File: config.mk
export PLATFORM = sky130hd
export DESIGN_NAME = uart_rx_frame_receiver_flat
export DESIGN_NICKNAME = d
export VERILOG_FILES = /design/src/rtl/uart_rx_pkg.sv /design/src/rtl/uart_rx_frame_receiver_if.sv /design/src/rtl/uart_rx_sampler.sv /design/src/rtl/uart_rx_frame_receiver.sv /design/src/flat_wrapper.sv
export SDC_FILE = /design/constraint.sdc
export NUM_CORES = 1
export LEC_CHECK = 0
export CAP_MARGIN = 10
export CORE_ASPECT_RATIO = 1.25
export CORE_UTILIZATION = 50
export DETAILED_ROUTE_END_ITERATION = 8
export PLACE_DENSITY = 0.73
export SYNTH_ARGS = -nofsm -noshare
export SYNTH_HDL_FRONTEND = slang
export SYNTH_HIERARCHICAL = 1
export SYNTH_SLANG_ARGS = --single-unit
export TNS_END_PERCENT = 5
File: constraint.sdc
create_clock -name CLK -period 4.58 [get_ports CLK]
set_input_delay 0.916 -clock CLK [delete_from_list [all_inputs] [get_ports CLK]]
set_output_delay 0.916 -clock CLK [all_outputs]
set_load 0.1 [all_outputs]
File: src/rtl/uart_rx_pkg.sv
// Shared types and constants for the oversampling UART frame receiver.
// Holds the receiver state encoding, legal prescale ratios and mid-bit sample offsets.
package uart_rx_pkg;

    typedef enum logic [2:0] {
        IDLE   = 3'd0,
        START  = 3'd1,
        DATA   = 3'd2,
        PARITY = 3'd3,
        STOP   = 3'd4
    } rx_state_e;

    localparam int PRESCALE_8  = 8;
    localparam int PRESCALE_16 = 16;
    localparam int PRESCALE_32 = 32;

    // Samples sit at P/2 - SAMPLE_PRE_OFS, P/2 and P/2 + SAMPLE_POST_OFS.
    localparam int SAMPLE_PRE_OFS  = 1;
    localparam int SAMPLE_POST_OFS = 1;

    function automatic logic maj3(input logic a, input logic b, input logic c);
        return (a & b) | (a & c) | (b & c);
    endfunction

endpackage

File: src/rtl/uart_rx_frame_receiver_if.sv
// Serial line, frame configuration and received-word signals of the UART receiver.
// master drives the line and configuration; slave is the receiver itself.
interface uart_rx_frame_receiver_if
    import uart_rx_pkg::*;
#(
    parameter int DATA_WIDTH = 8,
    parameter int PRESCALE_W = 6
) ();

    logic                  RX_IN;
    logic [PRESCALE_W-1:0] prescale;
    logic                  PAR_EN;
    logic                  PAR_TYP;
    logic [DATA_WIDTH-1:0] P_DATA;
    logic                  data_valid;
    logic                  par_err;
    logic                  stp_err;
    rx_state_e             state_dbg;

    // data_valid, par_err and stp_err are single-cycle pulses with no back-pressure;
    // P_DATA is stable between pulses and only changes together with data_valid.
    modport master (
        output RX_IN, prescale, PAR_EN, PAR_TYP,
        input  P_DATA, data_valid, par_err, stp_err, state_dbg
    );

    modport slave (
        input  RX_IN, prescale, PAR_EN, PAR_TYP,
        output P_DATA, data_valid, par_err, stp_err, state_dbg
    );

endinterface

File: src/rtl/uart_rx_sampler.sv
// Mid-bit three-sample capture with majority vote; sample_done pulses the cycle
// after the vote is registered (edge P/2+2).
module uart_rx_sampler
    import uart_rx_pkg::*;
#(
    parameter int PRESCALE_W = 6
) (
    input  logic                  CLK,
    input  logic                  RST,
    input  logic                  en,
    input  logic                  RX_IN,
    input  logic [PRESCALE_W-1:0] edge_cnt,
    input  logic [PRESCALE_W-1:0] P,
    output logic                  sampled_bit,
    output logic                  sample_done
);

    localparam logic [PRESCALE_W-1:0] PRE_OFS  = PRESCALE_W'(SAMPLE_PRE_OFS);
    localparam logic [PRESCALE_W-1:0] POST_OFS = PRESCALE_W'(SAMPLE_POST_OFS);

    logic [PRESCALE_W-1:0] half;
    logic                  s0;
    logic                  s1;

    assign half = P >> 1;

    always_ff @(posedge CLK) begin
        if (RST) begin
            s0          <= 1'b1;
            s1          <= 1'b1;
            sampled_bit <= 1'b1;
            sample_done <= 1'b0;
        end else begin
            sample_done <= 1'b0;
            if (en) begin
                if (edge_cnt == half - PRE_OFS) s0 <= RX_IN;
                if (edge_cnt == half)           s1 <= RX_IN;
                // Third sample is taken straight off the line and voted in the same edge.
                if (edge_cnt == half + POST_OFS) begin
                    sampled_bit <= maj3(s0, s1, RX_IN);
                    sample_done <= 1'b1;
                end
            end
        end
    end

endmodule

File: src/rtl/uart_rx_frame_receiver.sv
// UART frame receiver: start-bit detection with glitch rejection, LSB-first
// deserialization, optional parity and stop checks, one-cycle result pulses.
module uart_rx_frame_receiver
    import uart_rx_pkg::*;
#(
    parameter int DATA_WIDTH = 8,
    parameter int PRESCALE_W = 6
) (
    input  logic                     CLK,
    input  logic                     RST,
    uart_rx_frame_receiver_if.slave  bus
);

    localparam int BIT_CNT_W = $clog2(DATA_WIDTH + 1);
    localparam logic [PRESCALE_W-1:0] EDGE_ONE  = PRESCALE_W'(1);
    localparam logic [BIT_CNT_W-1:0]  BIT_ONE   = BIT_CNT_W'(1);
    localparam logic [BIT_CNT_W-1:0]  BIT_LAST  = BIT_CNT_W'(DATA_WIDTH);

    rx_state_e             state_q, state_d;
    logic [PRESCALE_W-1:0] edge_cnt;
    logic [PRESCALE_W-1:0] p_lat;
    logic [PRESCALE_W-1:0] p_sel;
    logic [BIT_CNT_W-1:0]  bit_cnt;
    logic                  par_en_q;
    logic                  par_typ_q;
    logic                  par_bad;
    logic                  stp_bad;
    logic [DATA_WIDTH-1:0] shreg;
    logic [DATA_WIDTH-1:0] p_data_q;
    logic                  data_valid_q;
    logic                  par_err_q;
    logic                  stp_err_q;
    logic                  sampled_bit;
    logic                  sample_done;
    logic                  start_det;
    logic                  bit_end;
    logic                  glitch;
    logic                  frame_end;
    logic                  par_exp;

    uart_rx_sampler #(.PRESCALE_W(PRESCALE_W)) u_sampler (
        .CLK         (CLK),
        .RST         (RST),
        .en          (state_q != IDLE),
        .RX_IN       (bus.RX_IN),
        .edge_cnt    (edge_cnt),
        .P           (p_lat),
        .sampled_bit (sampled_bit),
        .sample_done (sample_done)
    );

    // Anything other than the three supported ratios falls back to 8x.
    assign p_sel = (bus.prescale == PRESCALE_W'(PRESCALE_8)  ||
                    bus.prescale == PRESCALE_W'(PRESCALE_16) ||
                    bus.prescale == PRESCALE_W'(PRESCALE_32)) ? bus.prescale
                                                              : PRESCALE_W'(PRESCALE_8);

    assign start_det = (state_q == IDLE) && !bus.RX_IN;
    assign bit_end   = (edge_cnt == p_lat - EDGE_ONE);
    assign glitch    = (state_q == START) && sample_done && sampled_bit;
    assign frame_end = (state_q == STOP) && bit_end;
    assign par_exp   = par_typ_q ? ~^shreg : ^shreg;

    always_ff @(posedge CLK) begin
        if (RST) state_q <= IDLE;
        else     state_q <= state_d;
    end

    always_comb begin
        state_d = state_q;
        case (state_q)
            IDLE:    if (!bus.RX_IN) state_d = START;
            START: begin
                if (glitch)       state_d = IDLE;
                else if (bit_end) state_d = DATA;
            end
            DATA:    if (bit_end && bit_cnt == BIT_LAST) state_d = par_en_q ? PARITY : STOP;
            PARITY:  if (bit_end) state_d = STOP;
            STOP:    if (bit_end) state_d = IDLE;
            default: state_d = IDLE;
        endcase
    end

    always_ff @(posedge CLK) begin
        if (RST) begin
            edge_cnt     <= '0;
            bit_cnt      <= '0;
            p_lat        <= PRESCALE_W'(PRESCALE_8);
            par_en_q     <= 1'b0;
            par_typ_q    <= 1'b0;
            par_bad      <= 1'b0;
            stp_bad      <= 1'b0;
            shreg        <= '0;
            p_data_q     <= '0;
            data_valid_q <= 1'b0;
            par_err_q    <= 1'b0;
            stp_err_q    <= 1'b0;
        end else begin
            data_valid_q <= 1'b0;
            par_err_q    <= 1'b0;
            stp_err_q    <= 1'b0;

            // The low sample seen in IDLE is edge 0, so the count resumes at 1.
            if (state_q == IDLE)      edge_cnt <= start_det ? EDGE_ONE : '0;
            else if (glitch || bit_end) edge_cnt <= '0;
            else                      edge_cnt <= edge_cnt + EDGE_ONE;

            if (start_det) begin
                p_lat     <= p_sel;
                par_en_q  <= bus.PAR_EN;
                par_typ_q <= bus.PAR_TYP;
                par_bad   <= 1'b0;
                stp_bad   <= 1'b0;
                bit_cnt   <= '0;
            end

            if (sample_done) begin
                case (state_q)
                    DATA: begin
                        shreg   <= {sampled_bit, shreg[DATA_WIDTH-1:1]};
                        bit_cnt <= bit_cnt + BIT_ONE;
                    end
                    PARITY:  par_bad <= (sampled_bit != par_exp);
                    STOP:    stp_bad <= !sampled_bit;
                    default: ;
                endcase
            end

            if (frame_end) begin
                data_valid_q <= !(par_bad | stp_bad);
                par_err_q    <= par_bad;
                stp_err_q    <= stp_bad;
                if (!(par_bad | stp_bad)) p_data_q <= shreg;
            end
        end
    end

    assign bus.P_DATA     = p_data_q;
    assign bus.data_valid = data_valid_q;
    assign bus.par_err    = par_err_q;
    assign bus.stp_err    = stp_err_q;
    assign bus.state_dbg  = state_q;

endmodule

File: src/flat_wrapper.sv
// flat-port wrapper written by rule: the top's interface ports become plain ports
module uart_rx_frame_receiver_flat import uart_rx_pkg::*;
#(
    parameter int DATA_WIDTH = 8,
    parameter int PRESCALE_W = 6
)
  (CLK, RST, bus_RX_IN, bus_prescale, bus_PAR_EN, bus_PAR_TYP, bus_P_DATA, bus_data_valid, bus_par_err, bus_stp_err, bus_state_dbg);
  uart_rx_frame_receiver_if #(.DATA_WIDTH(DATA_WIDTH), .PRESCALE_W(PRESCALE_W)) bus_i ();
  input  logic CLK;
  input  logic RST;
  input wire logic [$bits(bus_i.RX_IN)-1:0] bus_RX_IN;
  input wire logic [$bits(bus_i.prescale)-1:0] bus_prescale;
  input wire logic [$bits(bus_i.PAR_EN)-1:0] bus_PAR_EN;
  input wire logic [$bits(bus_i.PAR_TYP)-1:0] bus_PAR_TYP;
  output wire logic [$bits(bus_i.P_DATA)-1:0] bus_P_DATA;
  output wire logic [$bits(bus_i.data_valid)-1:0] bus_data_valid;
  output wire logic [$bits(bus_i.par_err)-1:0] bus_par_err;
  output wire logic [$bits(bus_i.stp_err)-1:0] bus_stp_err;
  output wire logic [$bits(bus_i.state_dbg)-1:0] bus_state_dbg;
  assign bus_i.RX_IN = bus_RX_IN;
  assign bus_i.prescale = bus_prescale;
  assign bus_i.PAR_EN = bus_PAR_EN;
  assign bus_i.PAR_TYP = bus_PAR_TYP;
  assign bus_P_DATA = bus_i.P_DATA;
  assign bus_data_valid = bus_i.data_valid;
  assign bus_par_err = bus_i.par_err;
  assign bus_stp_err = bus_i.stp_err;
  assign bus_state_dbg = bus_i.state_dbg;
  uart_rx_frame_receiver #(.DATA_WIDTH(DATA_WIDTH), .PRESCALE_W(PRESCALE_W)) u_core (.CLK(CLK), .RST(RST), .bus(bus_i));
endmodule
==> results of run 1 <==
-- worst min path at each step --
stage | slack [ps] | end | startpoint | cells past startpoint
finish | 480 | u_core/bus.P_DATA[7]$_SDFFE_PP0P_ | u_core/bus.P_DATA[7]$_SDFFE_PP0P_ | 2
global route | 490 | u_core/bus.P_DATA[4]$_SDFFE_PP0P_ | u_core/bus.P_DATA[4]$_SDFFE_PP0P_ | 2
floorplan | 440 | u_core/par_en_q$_SDFFE_PP0P_ | u_core/par_en_q$_SDFFE_PP0P_ | 2
global placement | 460 | u_core/bus.P_DATA[1]$_SDFFE_PP0P_ | u_core/bus.P_DATA[1]$_SDFFE_PP0P_ | 2
CTS | 480 | u_core/bus.P_DATA[7]$_SDFFE_PP0P_ | u_core/bus.P_DATA[7]$_SDFFE_PP0P_ | 2
detailed placement | 470 | u_core/par_typ_q$_SDFFE_PP0P_ | u_core/par_typ_q$_SDFFE_PP0P_ | 2
-- power groups by stage --
| stage | Sequential, mW | Clock [mW] | Combinational [mW] |
|---|---|---|---|
| after global routing | 0.446 | 0.272 | 0.223 |
| after global placement | 0.450 | 0 | 0.203 |
| after detailed placement | 0.450 | 0 | 0.205 |
| after CTS | 0.441 | 0.255 | 0.206 |
| after floorplan | 0.464 | 0 | 0.140 |
| final | 0.441 | 0.245 | 0.206 |
-- logic make-up (layout without fill, tap and decap cells) --
| group | after synthesis | after routing |
|---|---|---|
| mux | 6 | 6 |
| buf+inv | 20 | 42 |
| compound gates | 57 | 57 |
| xor+xnor | 33 | 33 |
| fa+ha+maj | 7 | 7 |
| simple gates | 120 | 120 |
| flops | 46 | 46 |
-- metal layers --
metal	track usage	routed length (µm)
met5	0	0
met4	0.08667	63
met3	0.04261	172
met2	0.3768	2590
met1	0.2848	2364
-- cell type report --
cell class / instances / share of cell area
clock inverter: 3 / 0.007532
inverter: 8 / 0.01063
multi-input combinational: 223 / 0.5144
sequential: 46 / 0.3261
timing repair buffer: 26 / 0.09039
tap: 60 / 0.02658
clock buffer: 5 / 0.02437
-- state kept, by name, summed over array words and instances (netlist names), 3 cells and up --
signal,count
u_core/shreg,8
u_core/bus.state_dbg,3
u_core/edge_cnt,6
u_core/bus.P_DATA,8
u_core/p_lat,6
u_core/bit_cnt,4
-- layout by cell type (no fill, tap or decap), types with 2 or more instances in the layout --
cell / count
xor2_1: 12
a2111o_1: 2
ha_1: 6
and3_1: 4
nand2_1: 31
xnor2_1: 20
or4_1: 3
clkbuf_8: 5
nor2_1: 25
dfxtp_1: 46
nand3_1: 15
or2_2: 2
nand4b_1: 4
mux2i_1: 4
nand2b_1: 5
nor2b_1: 4
nor4b_1: 2
nor4_1: 3
nand3b_1: 3
a32oi_1: 3
o21ai_0: 14
buf_4: 2
clkdlybuf4s50_1: 24
inv_1: 8
a21oi_1: 22
nor3_1: 9
nand4_1: 3
-- stage by stage --
step	hold WS, ps	util
2_1_floorplan	441.6	-
3_3_place_gp	461.7	0.5780
3_5_place_dp	465.2	0.5780
4_1_cts	480.0	0.5971
5_1_grt	494.8	0.5971
6_report	475.4	0.5971
==> qor.yml, run 1 <==
place_congestion: 0.7908
register_area_um2: 920.9
p_clk_frac: 0.275
drc: 0
switching_share: 0.3257
drtIter0Drc: 130
seq_area_frac_synth: 0.3755
setup_tns_ps: 0
yosysWarnings: 6
fp-row-count: 28
final_area_um2: 2824
clock_skew_ps: 9.309
outcome: "finished, final reports clean"
cts_made_buffers: 5
drt-pass1-iter-count: 5
hold_path_class: "flop to flop"
crit_fanout: 17
layout_setup_ws_ps: 1499
r2r_start: "u_core/p_lat[1]$_SDFFE_PP0P_"
die_y_um: 80.30
synthArstFlopShare: 0
post-cts-setup-buffers: 0
yosys.area.top_type: "dfxtp_1"
drive_gt1_frac: 0.07395
power.total_mw: 0.8921
rsz0062_at_grt: "no"
setup_viol: 0
maxCapViolations: 0
rr_endpoint: "u_core/bus.par_err$_SDFF_PP0_"
syn_inst: 289
rrSetupSlack_ps: 2130
cp_slowest_cell: "clkdlybuf4s50_1"
track_usage: 0.2256
h-tree-depth: 2
placed_area_um2: 2734
vias: 2079
wirelength_um: 5190
seqPwrFrac: 0.494
period_minus_slack_ps: 3081
grt_pass1_vias: 1971
fin_cells: 371
critPathKind: "flop to primary output"
p_per_area_nw_per_um2: 315.9
endpoint_kind: "primary output"
antenna_cells: 0
period_share: 0.6727
viasPerCell: 5.604
synth.cell_area_um2: 2452
synth.distinct_cells: 53
io_pins: 25
max_freq_mhz: 324.6
cpPeakStageDelay_ps: 1230
internal-power_mw: 0.6016
fillerInstances: 426
yosys-top-cells-count: "46 x dfxtp_1, 31 x nand2_1, 25 x nor2_1"
peakVddDrop_uv: 201.7
synth.top_cell.area_share: 0.3755
critical_path_required_ps: 3660
synth_edf_count: 0
yosys.cell_count.top_type: "dfxtp_1"
clkLatencyLatePin_ps: 300
hold_viol: 0
synth-xor-area-share: 0.1209
synth.mux.area_fraction: 0.02551
nNetsFinal: 327
wl_per_cell_um: 13.99
p_leak_nw: 0.9863
io_buffer_count: 24
grt_pass1_wl_um: 9039
path_cells: "clkdlybuf4s50_1"
slew_headroom: 0.3346
synth_nets: 306
ant_nets: 0
crit_path_end: "bus_state_dbg[1]"
crit_start: "u_core/bus.state_dbg[1]$_SDFFE_PP0P_"
grt_antenna_before_repair: 0
die_w_um: 64.64
cp_num_buf_inv: 1
grt_max_degree: 44
dp_hpwl_um: 3644
crit_cells: 1
synth-simple-area-share: 0.2520
synth-adder-area-share: 0.03469
cts_resized: 0
cts.sinks: 46
tightestPinTransition_ps: 994.9
pre_cts_slack_ps: 1845
syn_avg_cell_area_um2: 8.486
p_sw_mw: 0.2905
cp-start-kind: "flop"
cts_root_buf: "clkbuf_8"
dp_cells: 363
synth_seq_cells: 46
syn2layout_area_growth_pct: 15.15
cts_tree: "yes"
cpLargestDelayFamily: "buffers and inverters"
r2r_cells: 7
synth-compound-area-share: 0.1592
cts_buffer_depth: 2
arrival_ps: 2170
clk_pin_slew_ps: 80
cts_hold_buf: 0
ys.flop_type: "dfxtp_1"
comb_power_share: 0.230
synth_top_family_by_area: "simple AND/OR/NAND/NOR gates"
synth_area_leaders: "dfxtp_1 38%, xnor2_1 7.1%, nand2_1 4.7%, a21oi_1 4.5%, xor2_1 4.3%"
maxSlewViolCount: 0
core_area_um2: 4730
grt-ovfl-total: 0
start_util: 0.5185
multi_input_area_um2: 1453
die_area_um2: 5191
(Power assumes the default switching activity.)
==> inputs of run 2 (changes only) <==
--- a/config.mk
+++ b/config.mk
@@ -9,7 +9,7 @@
 export CORE_ASPECT_RATIO = 1.25
 export CORE_UTILIZATION = 50
 export DETAILED_ROUTE_END_ITERATION = 8
-export PLACE_DENSITY = 0.73
+export PLACE_DENSITY = 0.75
 export SYNTH_ARGS = -nofsm -noshare
 export SYNTH_HDL_FRONTEND = slang
 export SYNTH_HIERARCHICAL = 1
==> constraint.sdc (replaced) <==
create_clock -name CLK -period 2.7 [get_ports CLK]
set_input_delay 0.54 -clock CLK [delete_from_list [all_inputs] [get_ports CLK]]
set_output_delay 0.54 -clock CLK [all_outputs]
set_load 0.1 [all_outputs]
==> run 2 against run 1 <==
  * Critical endpoint is now u_core/bus.state_dbg[0]$_SDFFE_PP0P_
  * Utilization is 0.48 points higher
  * Flip-flop and latch count stayed put
  * Largest power group unchanged
  * Clock power is 79% higher
  * Combinational power is 96% higher
  * Highest routed layer unchanged
==> qor.yml, run 2 (synthesis results as in run 1) <==
endpoint_kind: "flop"  # was primary output
antenna_cells: 0  # unchanged
wirelength_um: 5279  # was 5190 µm
cts.sinks: 46  # unchanged
grt_max_degree: 48  # was 44
rr_endpoint: "u_core/bus.state_dbg[0]$_SDFFE_PP0P_"  # was u_core/bus.par_err$_SDFF_PP0_
period_minus_slack_ps: 2372
maxCapViolations: 0  # unchanged
finalHoldWorstSlack_ps: 477.8  # was 475.4 ps
drc: 0  # unchanged
fillerInstances: 434  # was 426
rsz0062_at_grt: "no"  # unchanged
power.total_mw: 1.561  # was 0.8921 mW
grt_pass1_wl_um: 8645  # was 9039 µm
ant_nets: 0  # unchanged
crit_start: "u_core/p_lat[1]$_SDFFE_PP0P_"  # was u_core/bus.state_dbg[1]$_SDFFE_PP0P_
period_share: 0.8785
die_w_um: 64.64  # unchanged
grt_antenna_before_repair: 0  # unchanged
vias: 2130  # was 2079
fp-row-count: 28  # unchanged
maxSlewViolCount: 0  # unchanged
hold_viol: 0  # unchanged
hold_path_depth: 2  # unchanged
outcome: "finished, final reports clean"  # unchanged
wl_per_cell_um: 13.97  # was 13.99 µm
setup_viol: 0  # unchanged
place_congestion: 0.8296  # was 0.7908
die_y_um: 80.30  # unchanged
clk_pin_slew_ps: 90  # was 80 ps
grt_pass1_vias: 1821  # was 1971
track_usage: 0.2168  # was 0.2256
final_common_cell: "dfxtp_1"  # unchanged
crit_fanout: 10  # was 17
drive_gt1_frac: 0.1384  # was 0.07395
rrSetupSlack_ps: 330  # was 2130 ps
critPathKind: "flop to flop"  # was flop to primary output
drt-pass1-iter-count: 5  # unchanged
p_per_area_nw_per_um2: 548.4  # was 315.9 nW/µm²
nNetsFinal: 334  # was 327
drtIter0Drc: 124  # was 130
r2r_cells: 7  # unchanged
syn2layout_area_growth_pct: 16.07  # was 15.15%
cp-start-kind: "flop"  # unchanged
die_area_um2: 5191  # unchanged
dp_hpwl_um: 3739  # was 3644 µm
hold_path_class: "flop to flop"  # unchanged
tightestPinTransition_ps: 600.2  # was 994.9 ps
viasPerCell: 5.635  # was 5.604
crit_path_end: "u_core/bus.state_dbg[0]$_SDFFE_PP0P_"  # was bus_state_dbg[1]
r2r_start: "u_core/p_lat[1]$_SDFFE_PP0P_"  # unchanged
clkLatencyLatePin_ps: 300  # about the same
cts_hold_buf: 0  # unchanged
core_area_um2: 4730  # unchanged
clock_skew_ps: 14.44  # was 9.309 ps
arrival_ps: 2560  # was 2170 ps
slew_headroom: 0.5998  # was 0.3346
max_freq_mhz: 421.6
cts_buffer_depth: 2  # unchanged
post-cts-setup-buffers: 0  # unchanged
p_leak_nw: 1.053  # was 0.9863 nW
setup_tns_ps: 0  # unchanged
cts_made_buffers: 5  # unchanged
peakVddDrop_uv: 368.4  # was 201.7 µV
start_util: 0.5185  # unchanged
mostFrequentLayoutCells: "46 x dfxtp_1, 31 x nand2_1, 25 x nor2_1"  # unchanged
critical_path_required_ps: 2890  # was 3660 ps
cts_root_buf: "clkbuf_8"  # unchanged
io_pins: 25  # unchanged
cts_tree: "yes"  # unchanged
io_buffer_count: 24  # unchanged
grt-ovfl-total: 0  # unchanged
cts_resized: 0  # unchanged
h-tree-depth: 2  # unchanged
[run 2: worst min-delay path by stage]
stage | start | end
CTS | u_core/par_en_q$_SDFFE_PP0P_ | u_core/par_en_q$_SDFFE_PP0P_
finish | u_core/par_en_q$_SDFFE_PP0P_ | u_core/par_en_q$_SDFFE_PP0P_
floorplan | u_core/par_en_q$_SDFFE_PP0P_ | u_core/par_en_q$_SDFFE_PP0P_
detailed placement | u_core/par_en_q$_SDFFE_PP0P_ | u_core/par_en_q$_SDFFE_PP0P_
global route | u_core/bus.P_DATA[7]$_SDFFE_PP0P_ | u_core/bus.P_DATA[7]$_SDFFE_PP0P_
global placement | u_core/bus.P_DATA[7]$_SDFFE_PP0P_ | u_core/bus.P_DATA[7]$_SDFFE_PP0P_
[run 2: area by class of cell]
| class | instances | area, µm² | share of cell area |
|---|---|---|---|
| Timing Repair Buffer | 33 | 272.8 | 0.09582 |
| Sequential cell | 46 | 920.9 | 0.3235 |
| Clock inverter | 2 | 12.51 | 0.004396 |
| Inverter | 8 | 30.03 | 0.01055 |
| Tap cell | 60 | 75.07 | 0.02637 |
| Clock buffer | 6 | 82.58 | 0.02901 |
| Multi-Input combinational cell | 223 | 1453 | 0.5103 |
[run 2: per-stage QoR]
stage          utilization  instance area, µm²  instances  worst slack (ps)
3_3_place_gp        0.5817                2751        370             424.6
6_report            0.6019                2846        378             328.0
5_1_grt             0.6019                2846        378             153.7
3_5_place_dp        0.5817                2751        370             376.5
2_1_floorplan            -                2452        289             184.6
4_1_cts             0.6019                2846        378             361.7
[run 2: critical path, cell delays in order (launching register included)]
cell      delay (ps)
dfxtp_1          510
inv_1            110
ha_1             260
o21ba_2          210
a221o_1          380
a32oi_1          220
a21boi_4         240
mux2_1           330
[run 2: layer usage]
metal  wire (µm)  share of wire  track usage  vias to the layer above
met2        2650           0.50       0.3621                       39
met5           0              0            0                        -
li1            -              -            -                     1074
met1        2379           0.45       0.2703                     1011
met3         194          0.037      0.04403                        6
met4          55          0.010      0.08667                        0
[run 2: power by group]
group | total [mW] | internal [mW] | switching (mW)
Sequential | 0.719 | 0.700 | 0.0194
Clock | 0.439 | 0.206 | 0.233
Combinational | 0.403 | 0.155 | 0.248
==> inputs of run 3 (changes only) <==
--- a/config.mk
+++ b/config.mk
@@ -5,11 +5,12 @@
 export SDC_FILE = /design/constraint.sdc
 export NUM_CORES = 1
 export LEC_CHECK = 0
+export ABC_CLOCK_PERIOD_IN_PS = 2700
 export CAP_MARGIN = 10
 export CORE_ASPECT_RATIO = 1.25
 export CORE_UTILIZATION = 50
 export DETAILED_ROUTE_END_ITERATION = 8
-export PLACE_DENSITY = 0.75
+export PLACE_DENSITY = 0.83
 export SYNTH_ARGS = -nofsm -noshare
 export SYNTH_HDL_FRONTEND = slang
 export SYNTH_HIERARCHICAL = 1
==> run 3 against run 2 <==
  * Setup slack improved by 19 ps
  * Flip-flop and latch count unchanged
  * First-iteration DRC count decreased by 35%
  * Power increased by 11%
  * Clock-buffer cell count unchanged
==> qor.yml, run 3 (synthesis results as in run 1) <==
rr_endpoint: "u_core/bus.P_DATA[1]$_SDFFE_PP0P_"  # was u_core/bus.state_dbg[0]$_SDFFE_PP0P_
clk_pin_slew_ps: 80  # was 90 ps
cts_buffer_depth: 2  # unchanged
r2r_cells: 5  # was 7
die_area_um2: 5191  # unchanged
grt_antenna_before_repair: 0  # unchanged
syn2layout_area_growth_pct: 17.70  # was 16.07%
finalHoldWorstSlack_ps: 477.2  # was 477.8 ps
cts_root_buf: "clkbuf_8"  # unchanged
pre_cts_slack_ps: 368.1  # was 376.5 ps
slew_headroom: 0.6134  # was 0.5998
crit_path_end: "u_core/bus.P_DATA[1]$_SDFFE_PP0P_"  # was u_core/bus.state_dbg[0]$_SDFFE_PP0P_
comb_power_share: 0.214  # was 0.258
rrSetupSlack_ps: 350  # was 330 ps
maxSlewViolCount: 0  # unchanged
start_util: 0.5185  # unchanged
cp_slowest_cell: "a2111oi_4"  # was dfxtp_1
post-cts-setup-buffers: 0  # unchanged
clock_skew_ps: 6.663  # was 14.44 ps
cpLargestDelayFamily: "simple AND/OR/NAND/NOR gates"  # was compound AO/OA/AOI/OAI gates
die_w_um: 64.64  # unchanged
dp_cells: 369  # was 370
max_freq_mhz: 424.9  # was 421.6 MHz
hold_viol: 0  # unchanged
cts_resized: 0  # unchanged
grt_max_degree: 48  # unchanged
fillerInstances: 413  # was 434
drc: 0  # unchanged
place_congestion: 0.8704  # was 0.8296
power.total_mw: 1.735  # was 1.561 mW
nNetsFinal: 333  # was 334
crit_start: "u_core/p_lat[1]$_SDFFE_PP0P_"  # unchanged
maxCapViolations: 0  # unchanged
dp_hpwl_um: 3808  # was 3739 µm
cts_hold_buf: 0  # unchanged
crit_fanout: 10  # unchanged
io_buffer_count: 24  # unchanged
hold_path_class: "flop to flop"  # unchanged
rsz0062_at_grt: "no"  # unchanged
outcome: "finished, final reports clean"  # unchanged
h-tree-depth: 2  # unchanged
wirelength_um: 5453  # was 5279 µm
p_clk_frac: 0.361  # was 0.281
cts_tree: "yes"  # unchanged
cp_num_buf_inv: 0  # was 1
setup_viol: 0  # unchanged
grt-ovfl-total: 0  # unchanged
period_minus_slack_ps: 2353  # was 2372 ps
p_per_area_nw_per_um2: 601.0  # was 548.4 nW/µm²
cp-start-kind: "flop"  # unchanged
p_leak_nw: 1.073  # was 1.053 nW
period_share: 0.8716  # was 0.8785
clkLatencyLatePin_ps: 300  # about the same
tightestPinTransition_ps: 575.7  # was 600.2 ps
antenna_cells: 0  # unchanged
mostFrequentLayoutCells: "46 x dfxtp_1, 31 x nand2_1, 25 x nor2_1"  # unchanged
die_y_um: 80.30  # unchanged
r2r_start: "u_core/p_lat[1]$_SDFFE_PP0P_"  # unchanged
cts_made_buffers: 5  # unchanged
endpoint_kind: "flop"  # unchanged
fin_cells: 377  # was 378
final_common_cell: "dfxtp_1"  # unchanged
cts.sinks: 46  # unchanged
utilization: 0.6103  # was 0.6019
p_sw_mw: 0.4951  # was 0.4999 mW
viasPerCell: 5.851  # was 5.635
drive_gt1_frac: 0.1356  # was 0.1384
placed_area_um2: 2744  # was 2751 µm²
peakVddDrop_uv: 395.0  # was 368.4 µV
drtIter0Drc: 81  # was 124
drt-pass1-iter-count: 4  # was 5
layout_setup_ws_ps: 346.7  # was 328.0 ps
critical_path_required_ps: 2930  # was 2890 ps
arrival_ps: 2580  # was 2560 ps
core_area_um2: 4730  # unchanged
vias: 2206  # was 2130
io_pins: 25  # unchanged
crit_cells: 5  # was 7
switching_share: 0.2854  # was 0.3202
path_cells: "or4_1 > or3_4 > a2111oi_4 > nand3_1 > a21oi_1"  # was inv_1 > ha_1 > o21ba_2 > a221o_1 > a32oi_1 > a21boi_4 > mux2_1
ant_nets: 0  # unchanged
final_area_um2: 2887  # was 2846 µm²
critPathKind: "flop to flop"  # unchanged
seqPwrFrac: 0.425  # was 0.461
wl_per_cell_um: 14.46  # was 13.97 µm
cpPeakStageDelay_ps: 620  # was 510 ps
fp-row-count: 28  # unchanged
internal-power_mw: 1.240  # was 1.061 mW
setup_tns_ps: 0  # unchanged
grt_pass1_wl_um: 9156  # was 8645 µm
track_usage: 0.2257  # was 0.2168
grt_pass1_vias: 2019  # was 1821
## run 3: cell type report
type                       count  area (µm²)  area share
multi-input combinational    223        1453      0.5032
clock inverter                 2       60.06     0.02081
tap                           60       75.07     0.02601
inverter                       8       30.03     0.01040
timing repair buffer          32       265.3     0.09189
clock buffer                   6       82.58     0.02861
sequential                    46       920.9      0.3190
## run 3: how the worst min path moves through the flow
stage                                              from                       endpoint  depth (start not counted)  slack (ps)
after floorplan            u_core/par_en_q$_SDFFE_PP0P_   u_core/par_en_q$_SDFFE_PP0P_                          2         440
after CTS                  u_core/par_en_q$_SDFFE_PP0P_   u_core/par_en_q$_SDFFE_PP0P_                          2         480
final                      u_core/par_en_q$_SDFFE_PP0P_   u_core/par_en_q$_SDFFE_PP0P_                          2         480
after detailed placement   u_core/par_en_q$_SDFFE_PP0P_   u_core/par_en_q$_SDFFE_PP0P_                          2         460
after global placement     u_core/par_en_q$_SDFFE_PP0P_   u_core/par_en_q$_SDFFE_PP0P_                          2         460
after global routing      u_core/par_typ_q$_SDFFE_PP0P_  u_core/par_typ_q$_SDFFE_PP0P_                          2         510
## run 3: routing by layer
layer,global-route usage,vias up,wire [µm]
met5,0,-,0
met4,0.08667,0,95
met3,0.04119,8,210
met2,0.4032,52,2854
met1,0.2637,1075,2293
li1,-,1071,-
## run 3: worst reg2reg max path, cell delays in order, from the launching register on
cell,delay [ps]
dfxtp_1,410
or4_1,560
or3_4,380
a2111oi_4,620
nand3_1,160
a21oi_1,160
## run 3: power by group through the flow
| stage | Sequential, mW | Clock (mW) | Combinational, mW |
|---|---|---|---|
| floorplan | 0.788 | 0 | 0.238 |
| global placement | 0.751 | 0 | 0.362 |
| detailed placement | 0.752 | 0 | 0.368 |
| CTS | 0.737 | 0.636 | 0.371 |
| global route | 0.742 | 0.664 | 0.400 |
| finish | 0.738 | 0.626 | 0.371 |
